### src/rtl/dsp48_mac_ctrl_pkg.sv
// Shared definitions for the DSP48 multiply-accumulate controller.
// Holds the controller FSM state type, the slice OPMODE values the
// controller issues, and the depth of the operand token pipe that
// mirrors the slice A1/B1 -> M -> P register chain.
package dsp48_mac_ctrl_pkg;

  typedef enum logic [1:0] {
    IDLE  = 2'd0,
    RUN   = 2'd1,
    DRAIN = 2'd2
  } state_t;

  // OPMODE with X=M, Z=0: P loads the first product of a job.
  localparam logic [7:0] OPM_MUL = 8'h01;
  // OPMODE with X=M, Z=P: P accumulates every later product.
  localparam logic [7:0] OPM_MAC = 8'h09;
  // OPMODE driven while no product reaches the P stage.
  localparam logic [7:0] OPM_OFF = 8'h00;

  // One stage per slice register: A1/B1, M, P.
  localparam int TOK_STAGES = 3;

  // OPMODE for the product currently sitting in the M register.
  function automatic logic [7:0] stage_opmode(input logic valid, input logic first);
    if (!valid) begin
      return OPM_OFF;
    end else if (first) begin
      return OPM_MUL;
    end else begin
      return OPM_MAC;
    end
  endfunction

endpackage

### src/rtl/dsp48_mac_ctrl_tok_pipe.sv
// Token shift register that tracks operand pairs through the slice
// register chain. Index 0 follows the A1/B1 registers, index 1 the M
// register and index 2 the P register. A new token enters every cycle;
// a cycle without an accepted pair shifts in an all-zero bubble.
//
// Ports:
//   clk, rst      clock and asynchronous active-high reset
//   tok_valid     an operand pair was accepted this cycle
//   tok_first     that pair is the first of its job
//   tok_last      that pair is the last of its job
//   stage_valid   per-stage valid flags
//   stage_first   per-stage first flags
//   stage_last    per-stage last flags
module mac_tok_pipe
  import dsp48_mac_ctrl_pkg::*;
(
  input  logic                  clk,
  input  logic                  rst,
  input  logic                  tok_valid,
  input  logic                  tok_first,
  input  logic                  tok_last,
  output logic [TOK_STAGES-1:0] stage_valid,
  output logic [TOK_STAGES-1:0] stage_first,
  output logic [TOK_STAGES-1:0] stage_last
);

  // Advance unconditionally so the token timing matches the slice
  // registers, whose clock enables are derived from these flags.
  always_ff @(posedge clk or posedge rst) begin
    if (rst) begin
      stage_valid <= '0;
      stage_first <= '0;
      stage_last  <= '0;
    end else begin
      stage_valid <= {stage_valid[TOK_STAGES-2:0], tok_valid};
      stage_first <= {stage_first[TOK_STAGES-2:0], tok_first};
      stage_last  <= {stage_last[TOK_STAGES-2:0],  tok_last};
    end
  end

endmodule

### src/rtl/dsp48_mac_ctrl.sv
// Controller for a DSP48 slice running a dot product. It accepts
// len operand pairs, steers the slice clock enables and OPMODE so the
// first product loads P and the rest accumulate into it, and pulses
// res_valid/done when P holds the final sum.
//
// Ports:
//   clk, rst     clock and asynchronous active-high reset
//   start, len   begin a job of len pairs (sampled only in IDLE)
//   in_valid     operand pair present on the slice A/B inputs
//   in_ready     controller takes a pair this cycle
//   ce_ab        slice A1/B1 clock enable
//   ce_m         slice M clock enable
//   ce_p         slice P clock enable
//   opmode       slice OPMODE (slice has OPMODEREG=0)
//   busy         job in progress
//   res_valid    slice P holds the final sum (single-cycle pulse)
//   done         job complete (single-cycle pulse, also for len=0)
module dsp48_mac_ctrl
  import dsp48_mac_ctrl_pkg::*;
#(
  parameter int LEN_W = 8
) (
  input  logic             clk,
  input  logic             rst,
  input  logic             start,
  input  logic [LEN_W-1:0] len,
  input  logic             in_valid,
  output logic             in_ready,
  output logic             ce_ab,
  output logic             ce_m,
  output logic             ce_p,
  output logic [7:0]       opmode,
  output logic             busy,
  output logic             res_valid,
  output logic             done
);

  state_t                state_q;
  state_t                state_d;
  logic [LEN_W-1:0]      remaining_q;
  logic                  first_pend_q;
  logic                  zero_done_q;
  logic                  accept;
  logic                  start_job;
  logic                  start_empty;
  logic                  last_pair;
  logic                  unused_tok;
  logic [TOK_STAGES-1:0] stage_valid;
  logic [TOK_STAGES-1:0] stage_first;
  logic [TOK_STAGES-1:0] stage_last;

  assign accept      = in_valid && in_ready;
  assign start_job   = (state_q == IDLE) && start && (len != '0);
  assign start_empty = (state_q == IDLE) && start && (len == '0);
  assign last_pair   = (remaining_q == LEN_W'(1));

  // State register.
  always_ff @(posedge clk or posedge rst) begin
    if (rst) begin
      state_q <= IDLE;
    end else begin
      state_q <= state_d;
    end
  end

  // Next-state and handshake outputs. in_ready is gated with a nonzero
  // count so the counter can never be decremented through zero.
  always_comb begin
    state_d  = state_q;
    in_ready = 1'b0;
    busy     = 1'b0;
    case (state_q)
      IDLE: begin
        if (start_job) begin
          state_d = RUN;
        end
      end
      RUN: begin
        busy     = 1'b1;
        in_ready = (remaining_q != '0);
        if (accept && last_pair) begin
          state_d = DRAIN;
        end
      end
      DRAIN: begin
        busy = 1'b1;
        if (stage_valid[2] && stage_last[2]) begin
          state_d = IDLE;
        end
      end
      default: begin
        state_d = IDLE;
      end
    endcase
  end

  // Pair counter and first-pair marker. An empty job leaves a one-cycle
  // marker so done pulses the cycle after start without touching the pipe.
  always_ff @(posedge clk or posedge rst) begin
    if (rst) begin
      remaining_q  <= '0;
      first_pend_q <= 1'b0;
      zero_done_q  <= 1'b0;
    end else begin
      zero_done_q <= start_empty;
      if (start_job) begin
        remaining_q  <= len;
        first_pend_q <= 1'b1;
      end else if (accept) begin
        remaining_q  <= remaining_q - LEN_W'(1);
        first_pend_q <= 1'b0;
      end
    end
  end

  mac_tok_pipe u_tok_pipe (
    .clk         (clk),
    .rst         (rst),
    .tok_valid   (accept),
    .tok_first   (accept && first_pend_q),
    .tok_last    (accept && last_pair),
    .stage_valid (stage_valid),
    .stage_first (stage_first),
    .stage_last  (stage_last)
  );

  // Flags that ride along with a token but are not consumed at that stage.
  assign unused_tok = ^{stage_first[0], stage_first[2], stage_last[1:0]};

  // Each slice register is enabled only when a real token reaches it, so
  // bubbles leave M and P untouched.
  assign ce_ab     = accept;
  assign ce_m      = stage_valid[0];
  assign ce_p      = stage_valid[1];
  assign opmode    = stage_opmode(stage_valid[1], stage_first[1]);
  assign res_valid = stage_valid[2] && stage_last[2];
  assign done      = res_valid || zero_done_q;

endmodule

### config.mk
export PLATFORM = sky130hd
export DESIGN_NAME = dsp48_mac_ctrl
export DESIGN_NICKNAME = d
export VERILOG_FILES = /design/src/rtl/dsp48_mac_ctrl_pkg.sv /design/src/rtl/dsp48_mac_ctrl_tok_pipe.sv /design/src/rtl/dsp48_mac_ctrl.sv
export SDC_FILE = /design/constraint.sdc
export NUM_CORES = 1
export LEC_CHECK = 0
export CAP_MARGIN = 5
export CELL_PAD_IN_SITES_DETAIL_PLACEMENT = 0
export CELL_PAD_IN_SITES_GLOBAL_PLACEMENT = 1
export CORE_MARGIN = 10
export CORE_UTILIZATION = 37
export DETAILED_ROUTE_END_ITERATION = 6
export PLACE_DENSITY_LB_ADDON = 0.1
export SLEW_MARGIN = 20
export SYNTH_ARGS = -nofsm -noshare
export SYNTH_HDL_FRONTEND = slang
export SYNTH_SLANG_ARGS = --single-unit
### constraint.sdc
create_clock -name clk -period 2.4 [get_ports clk]
set_input_delay 0.6 -clock clk [delete_from_list [all_inputs] [get_ports clk]]
set_output_delay 0.6 -clock clk [all_outputs]
set_load 0.01 [all_outputs]
; ---- After elaboration in Yosys (flattened, before gate mapping)
; Cells that the tools add are included.
[word_totals]
regBits = 20
output_inout_bits = 15
word_cells = 41
[op_classes]
n_addsub = 1
eq_ne = 6
mux = 12
reduce_logical = 15
[op_table]
columns = cell, count
row1 = 8-bit two-way mux, 2
row2 = 8-bit nonzero test, 2
row3 = 8-bit by 1-bit equality test with 1-bit output (second input constant), 1
row4 = 8-bit zero test, 1
row5 = 4-bit two-way mux, 2
row6 = 8-bit by 1-bit subtractor with 8-bit output (second input constant), 1
row7 = 1-bit logical AND, 7
row8 = 2-bit two-way mux, 3
row9 = 2-bit case mux with 3 select lines, 1
row10 = 1-bit two-way mux, 4
row11 = 2-bit inequality test (second input constant), 2
row12 = 3-bit AND reduction, 1
row13 = 2-bit by 1-bit equality test with 1-bit output (second input constant), 1
row14 = 2-bit equality test (second input constant), 1
row15 = 2-bit zero test, 1
row16 = 2-bit by 1-bit inequality test with 1-bit output (second input constant), 1
row17 = 2-bit nonzero test, 1
row18 = 2-bit OR reduction, 1
row19 = 1-bit logical OR, 1

; ---- Logic depth before layout (Yosys ltp)
; Gate-level depths: netlist of run 1.
[logic_depth]
depth_word = 6
ltp_mapped = 7
ltp_nobuf = 6

; ---- Cells and area by module
; Synthesis of run 1 repeated with hierarchy kept, for this count alone.
[hier_totals]
cells_unflattened = 111
hier_area_um2 = 1167.4
[by_module_without_submodules]
columns = module, n_inst, cells_each, area_each_um2, seq_area_each_um2
row1 = dsp48_mac_ctrl, 1, 101, 938.4, 300.3
row2 = mac_tok_pipe, 1, 10, 229.0, 225.2

; ---- Least setup slack after synthesis of run 1
; OpenSTA, ideal clock, no wires.
[synth_timing]
path_type = input-to-reg
start = input len[3]
end = register remaining_q[1]
setup_time_ns = 0.125
t_arrival_ns = 1.806
required_time_ns = 2.275
path_slack_ns = 0.469
stages = 3
cell_sequence = or4_4 o21bai_1 mux2_2
[synth_between]
elab_chain_cells = 3
word_cells_on_any_way = 4
cone_classes = mux: 1 / reduce/logical: 3
[synth_rtl]
columns = element, line_no
row1 = from (decl), dsp48_mac_ctrl.sv:26  ; input logic [LEN_W-1:0] len,
row2 = 8-bit nonzero test *, dsp48_mac_ctrl.sv:53  ; assign start_job = (state_q == IDLE) && start && (len != '0);
row3 = 1-bit logical AND *, dsp48_mac_ctrl.sv:53
row4 = 8-bit two-way mux or 2-bit nonzero test (tied branches), --
row5 = to (signal assigned), dsp48_mac_ctrl.sv:107  ; remaining_q <= len;
row6 = to (signal assigned), dsp48_mac_ctrl.sv:110  ; remaining_q <= remaining_q - LEN_W'(1);
row7 = to (decl), dsp48_mac_ctrl.sv:40  ; logic [LEN_W-1:0] remaining_q;
; Every way passes the cells marked *; elsewhere a longest branch is shown, timed or not.
; A chain may end at the register's enable or synchronous reset.

; ---- Worst setup path in the final report of run 1
[layout_timing]
start = register remaining_q[1]
end = output in_ready
[layout_between]
elab_chain_cells = 2
[layout_rtl]
columns = element, line_no
row1 = 8-bit nonzero test, dsp48_mac_ctrl.sv:80  ; in_ready = (remaining_q != '0);
row2 = 1-bit two-way mux, dsp48_mac_ctrl.sv:72  ; case (state_q)
row3 = to (decl), dsp48_mac_ctrl.sv:28  ; output logic in_ready,
; No other way between the ends.

==> results of run 1 <==
layer usage:
layer | global-route usage (%) | vias up | part of all wire, %
met5 | 0 | - | 0
met4 | 3.98 | 0 | 0.68
met3 | 2.48 | 2 | 4.6
met2 | 14.9 | 22 | 51
met1 | 9.74 | 394 | 43
li1 | - | 426 | -
worst max-delay path, stage by stage (launching register included):
cell	delay (ns)
dfrtp_1	0.42
inv_2	0.09
ha_2	0.19
nor4b_4	0.23
a21boi_0	0.12
dlygate4sd2_1	0.31
cells by family (layout without fill, tap and decap cells):
family	after synthesis	in the layout	share of synthesized area, %
buffers and inverters	17	44	8.41
other	1	6	0.323
xor gates and xnor gates	5	5	3.78
muxes	4	4	3.78
and+or+nand+nor	32	32	17.9
AOI/OAI and AO/OA	20	20	14.0
adders and majority gates	8	8	8.63
DFF	20	20	43.1
layout make-up:
class                      count  share of cell area (%)
sequential                    20                    33.8
multi-input combinational     75                    39.5
tap                           44                    3.72
inverter                       9                    2.28
clock buffer                   3                    1.52
timing repair buffer          32                    19.2
worst max-delay path by stage:
stage / start / end / depth (start not counted) / slack, ns
global route: remaining_q[1] / in_ready / 5 / 0.05
CTS: remaining_q[1] / ce_ab / 6 / 0.05
detailed placement: in_valid / ce_ab / 4 / -0.21
finish: remaining_q[1] / in_ready / 5 / 0.15
floorplan: len[3] / remaining_q[1] / 3 / 0.47
global placement: in_valid / ce_ab / 4 / -0.19
power by group:
part	switching [mW]	leakage [nW]	internal, mW
logic	0.357	0.395	0.395
clock network	0.103	0.0138	0.0585
registers	0.112	0.254	0.449
metrics by stage:
step	util, %	area, µm²	power [mW]
global placement	48.0	1450	1.32
floorplan	-	1180	1.06
CTS	49.1	1490	1.50
detailed placement	48.0	1450	1.32
finish	48.9	1480	1.47
global route	48.9	1480	1.59
state kept, by name (all words and copies together), names as in the netlist:
signal                  count
u_tok_pipe.stage_first      2
first_pend_q                1
remaining_q                 8
u_tok_pipe.stage_last       3
state_q                     2
zero_done_q                 1
u_tok_pipe.stage_valid      3
synthesized netlist by cell type (2+ instances only):
master    instances  share of area, %
inv_1             9               2.9
nand4_1           2               1.1
and2_1            2               1.1
buf_4             7               4.5
nor3_1            3               1.3
nor2b_1           3               1.6
ha_1              8               8.6
a211oi_1          2               1.3
or2_2             2               1.1
o21ai_0           6               2.6
dfrtp_1          20                43
a31oi_1           2               1.1
nor2_1            4               1.3
xnor2_1           5               3.8
mux2_2            3               2.9
nand2_1           6               1.9
or3_1             2               1.1
or4_4             2               1.9
repair_timing:
action / CTS / global route
resized for setup: 6 / 1
setup endpoints to repair: 2 / 1
setup buffers: 1 / 0
gates cloned: 0 / 0
==> results.sh, run 1 <==
export IMPL_max_freq_mhz=444
export IMPL_rr_endpoint="remaining_q[1]"
export IMPL_post_place_ws_ns=-0.212
export IMPL_cts_buffers_inserted=3
export IMPL_async_reset_ff_share_pct=100
export IMPL_powerDensity_nw_per_um2=995
export IMPL_syn_cell_area_um2=1160
export IMPL_drive_gt1_share_pct=23.7
export IMPL_numPortBuffers=20
export IMPL_dieArea_um2=5770
export IMPL_end_kind="output pin"
export IMPL_drtIter0Drc=48
export IMPL_initial_core_util_pct=38.3
export IMPL_finalHoldViolCount=0
export IMPL_cts_tree="yes"
export IMPL_fillers=300
export IMPL_synth_edff_count=0
export IMPL_grt_pass1_vias=905
export IMPL_startpoint_type="flip-flop"
export IMPL_setup_violations_final=0
export IMPL_drv_slew=0
export IMPL_num_antenna_cells=0
export IMPL_core_um2=3030
export IMPL_ys_seq_elements=20
export IMPL_dp_cells=179
export IMPL_holdPathStages=0
export IMPL_min_to="u_tok_pipe.stage_last[2]"
export IMPL_cts_root_buf="clkbuf_4"
export IMPL_syn_to_final_growth_pct=27.7
export IMPL_worstPathArrival_ns=1.65
export IMPL_cts_max_level=1
export IMPL_criticalPathCategory="flip-flop to output pin"
export IMPL_fin_crit_sh_pct=93.8
export IMPL_power_leakage_nw=0.663
export IMPL_gp_congestion=0.781
export IMPL_required_ns=1.80
export IMPL_via_count=844
export IMPL_grtUsageTotal_pct=8.71
export IMPL_syn_area_per_cell_um2=10.8
export IMPL_routedWlPerCell_um=13.6
export IMPL_dp_hpwl_mm=2.00
export IMPL_synthFlopType="dfrtp_1"
export IMPL_drt_pass1_iter_count=4
export IMPL_ys_seq_area_share_pct=43.1
export IMPL_min_delay_start="u_tok_pipe.stage_last[1]"
export IMPL_worst_r2r_startpoint="remaining_q[1]"
export IMPL_crit_fanout=4
export IMPL_synthCells=107
export IMPL_worst_slack_ns=0.149
export IMPL_vias_per_cell=4.61
export IMPL_route_detailed_drc=0
export IMPL_yosysWarnings=0
export IMPL_cts_sinks=20
export IMPL_layout_common_cells="20 x dfrtp_1, 18 x clkdlybuf4s50_1, 12 x buf_4"
export IMPL_worst_r2r_setup_slack_ns=0.56
export IMPL_regArea_um2=500
export IMPL_fin_crit_ns=2.25
export IMPL_grt_first_pass_wirelength_mm=4.13
export IMPL_hold_class="flip-flop to flip-flop"
export IMPL_antenna_found_initial=0
export IMPL_ir_drop_v=0.000415
export IMPL_whs_ns=0.360
export IMPL_clk_pin_slew_ns=0.11
export IMPL_r2r_cells=8
export IMPL_routed_wl_mm=2.50
export IMPL_mostFrequentLayoutCell="dfrtp_1"
export IMPL_grt_ovfl_total=0
export IMPL_grt_setup_unrepaired="no"
export IMPL_tightest_slew_ns=0.510
export IMPL_max_cap_viol_count=0
export IMPL_die_y_um=76.0
export IMPL_outcome="finished clean"
export IMPL_fin_tns_setup_ns=0
export IMPL_final_cells=183
export IMPL_netlist_cell_type_count=37
export IMPL_cts_hold_buf=0
export IMPL_nets=161
export IMPL_clockBufferDepth=2
export IMPL_finalClockSkew_ns=0.00552
export IMPL_fp_dieW_um=76.0
export IMPL_grt_max_degree=21
export IMPL_slew_headroom_pct=65.8
export IMPL_clk_latency_ns=0.30
export IMPL_ant_nets=0
export IMPL_rows=20
export IMPL_multiInputGateArea_um2=586
export IMPL_io_pins=27
No activity file was read; power rests on OpenSTA's default activity.
==> run 2: changes to the inputs <==
--- a/config.mk
+++ b/config.mk
@@ -12,6 +12,7 @@
 export CORE_UTILIZATION = 37
 export DETAILED_ROUTE_END_ITERATION = 6
 export PLACE_DENSITY_LB_ADDON = 0.1
+export SETUP_SLACK_MARGIN = 0.02
 export SLEW_MARGIN = 20
 export SYNTH_ARGS = -nofsm -noshare
 export SYNTH_HDL_FRONTEND = slang
==> results of run 2 <==
Same layout as run 1: the final DEF is identical, and so are final timing and power.
==> run 3: changes to the inputs <==
--- a/config.mk
+++ b/config.mk
@@ -11,9 +11,8 @@
 export CORE_MARGIN = 10
 export CORE_UTILIZATION = 37
 export DETAILED_ROUTE_END_ITERATION = 6
-export PLACE_DENSITY_LB_ADDON = 0.1
+export PLACE_DENSITY_LB_ADDON = 0.15
 export SETUP_SLACK_MARGIN = 0.02
-export SLEW_MARGIN = 20
 export SYNTH_ARGS = -nofsm -noshare
 export SYNTH_HDL_FRONTEND = slang
 export SYNTH_SLANG_ARGS = --single-unit
==> run 3 against run 2 <==
Compared with the run above:
- count of clock-buffer cells in the layout rose by 1
- core utilization increased by 0.99 points
- clock skew down 0.0046 ns
- critical path depth up 1
- largest cell class unchanged
- worst hold slack improved by 0.0026 ns
- critical path type unchanged
- fmax fell by 2.0%
- first-iteration DRC count increased by 10%
- sequential cell count is the same
- clock power up 26%
==> results.sh, run 3 (same netlist as run 1, synthesis figures left out) <==
export IMPL_crit_fanout=4
export IMPL_critPathSlowestCell="dfrtp_1"
export IMPL_core_um2=3030
export IMPL_drv_slew=0
export IMPL_antenna_found_initial=0
export IMPL_layout_common_cells="20 x dfrtp_1, 18 x clkdlybuf4s50_1, 14 x buf_4"
export IMPL_p_sw_share_pct=38.3
export IMPL_max_cap_viol_count=0
export IMPL_die_y_um=76.0
export IMPL_p_comb_share_pct=50.9
export IMPL_fp_dieW_um=76.0
export IMPL_whs_ns=0.362
export IMPL_design_area_um2=1510
export IMPL_pwr_share_clk_pct=13.0
export IMPL_routedWlPerCell_um=14.3
export IMPL_grtUsageTotal_pct=9.40
export IMPL_cts_root_buf="clkbuf_4"
export IMPL_startpoint_type="flip-flop"
export IMPL_grt_pass1_vias=954
export IMPL_grt_ovfl_total=0
export IMPL_max_freq_mhz=435
export IMPL_num_antenna_cells=0
export IMPL_clk_pin_slew_ns=0.12
export IMPL_setup_violations_final=0
export IMPL_crit_path_cell_trace="inv_2, ha_2, nor4b_4, buf_4, a21oi_2, clkdlybuf4s15_1"
export IMPL_via_count=888
export IMPL_cts_max_level=1
export IMPL_required_ns=1.80
export IMPL_drt_pass1_iter_count=4
export IMPL_grt_first_pass_wirelength_mm=4.51
export IMPL_fin_crit_sh_pct=95.7
export IMPL_gp_congestion=0.810
export IMPL_drtIter0Drc=53
export IMPL_ant_nets=0
export IMPL_mostFrequentLayoutCell="dfrtp_1"
export IMPL_clockBufferDepth=2
export IMPL_rows=20
export IMPL_finalClockSkew_ns=0.000889
export IMPL_hold_class="flip-flop to flip-flop"
export IMPL_power_leakage_nw=0.678
export IMPL_cts_hold_buf=0
export IMPL_route_detailed_drc=0
export IMPL_largest_reg_flops=8
export IMPL_max_stage_delay_ns=0.42
export IMPL_post_place_ws_ns=-0.117
export IMPL_intPower_uw=962
export IMPL_drive_gt1_share_pct=25.4
export IMPL_top_regs="remaining_q: 8 flops, u_tok_pipe.stage_last: 3 flops, u_tok_pipe.stage_valid: 3 flops"
export IMPL_dp_hpwl_mm=2.05
export IMPL_worstPathArrival_ns=1.70
export IMPL_syn_to_final_growth_pct=30.3
export IMPL_fin_crit_ns=2.30
export IMPL_dieArea_um2=5770
export IMPL_criticalPathCategory="flip-flop to output pin"
export IMPL_seq_power_share_pct=36.1
export IMPL_initial_core_util_pct=38.3
export IMPL_vias_per_cell=4.77
export IMPL_largest_register="remaining_q"
export IMPL_p_switching_uw=598
export IMPL_cts_buffers_inserted=3
export IMPL_nets=163
export IMPL_tightest_slew_ns=0.519
export IMPL_end_kind="output pin"
export IMPL_powerDensity_nw_per_um2=1030
export IMPL_routed_wl_mm=2.65
export IMPL_numPortBuffers=20
export IMPL_worst_slack_ns=0.103
export IMPL_finalHoldViolCount=0
export IMPL_cts_sinks=20
export IMPL_cts_tree="yes"
export IMPL_grt_max_degree=21
export IMPL_ir_drop_v=0.000441
export IMPL_slew_headroom_pct=65.2
export IMPL_io_pins=27
export IMPL_outcome="finished clean"
export IMPL_clk_latency_ns=0.31
export IMPL_place_area_um2=1450
run 3: cell count changes in the layout (fill, tap and decap cells not counted):
cell             before  now
clkdlybuf4s15_1       0    1
dlygate4sd2_1         1    0
buf_4                12   14
clkbuf_8              0    1
run 3: per-layer routing:
metal	GRT usage, %	vias to the layer above	routed length (µm)
li1	-	430	-
met1	10.6	418	1090
met2	16.4	29	1370
met3	2.48	11	141
met4	3.41	0	52
met5	0	-	0
run 3: per-stage QoR:
| stage | std cells | utilization (%) | power, mW | TNS (ns) |
|---|---|---|---|---|
| after global routing | 186 | 49.9 | 1.69 | -0.00390 |
| after CTS | 184 | 49.5 | 1.56 | 0 |
| after detailed placement | 179 | 48.0 | 1.35 | -0.213 |
| after global placement | 179 | 48.0 | 1.33 | -0.236 |
| final | 186 | 49.9 | 1.56 | 0 |
| after floorplan | 112 | - | 1.06 | 0 |
run 3: area by class of cell:
cell class                      count  area (µm²)
Fill cell                         301        1520
Multi-Input combinational cell     75         586
Sequential cell                    20         500
Timing Repair Buffer               34         300
Tap cell                           44        55.1
Clock buffer                        4        36.3
Inverter                            9        33.8
run 3: worst max-delay path: cells and delay by family (launching register included):
family                   cells  cell delay, ns
buffers and inverters        3            0.51
adder cells (fa/ha/maj)      1            0.19
flip-flops                   1            0.42
AND/OR/NAND/NOR              1            0.21
AO/OA/AOI/OAI                1            0.06
run 3: timing repair:
item / CTS / global route
setup endpoints to repair: 2 / 2
buffers inserted: 1 / 2
gates resized for setup: 6 / 3
run 3: power groups by stage:
| stage | sequential (mW) | clock, mW | combinational (mW) |
|---|---|---|---|
| final | 0.562 | 0.203 | 0.794 |
| after global routing | 0.578 | 0.223 | 0.894 |
| after CTS | 0.562 | 0.206 | 0.791 |
| after detailed placement | 0.566 | 0 | 0.781 |
| after global placement | 0.564 | 0 | 0.765 |
| after floorplan | 0.554 | 0 | 0.508 |
run 3: path summary, 6_finish.rpt:
| kind | start | end | slack [ns] | cells after the start |
|---|---|---|---|---|
| setup / recovery | remaining_q[1] | ce_ab | 0.10 | 6 |
| hold / removal | u_tok_pipe.stage_first[0] | u_tok_pipe.stage_first[1] | 0.36 | 0 |
| setup reg to reg | remaining_q[2] | remaining_q[5] | 0.57 | 4 |
| hold reg to reg | u_tok_pipe.stage_first[0] | u_tok_pipe.stage_first[1] | 0.36 | 0 |
| max in group asynchronous | rst | u_tok_pipe.stage_last[0] | 1.56 | 3 |
| min in group asynchronous | rst | u_tok_pipe.stage_last[2] | 0.63 | 3 |
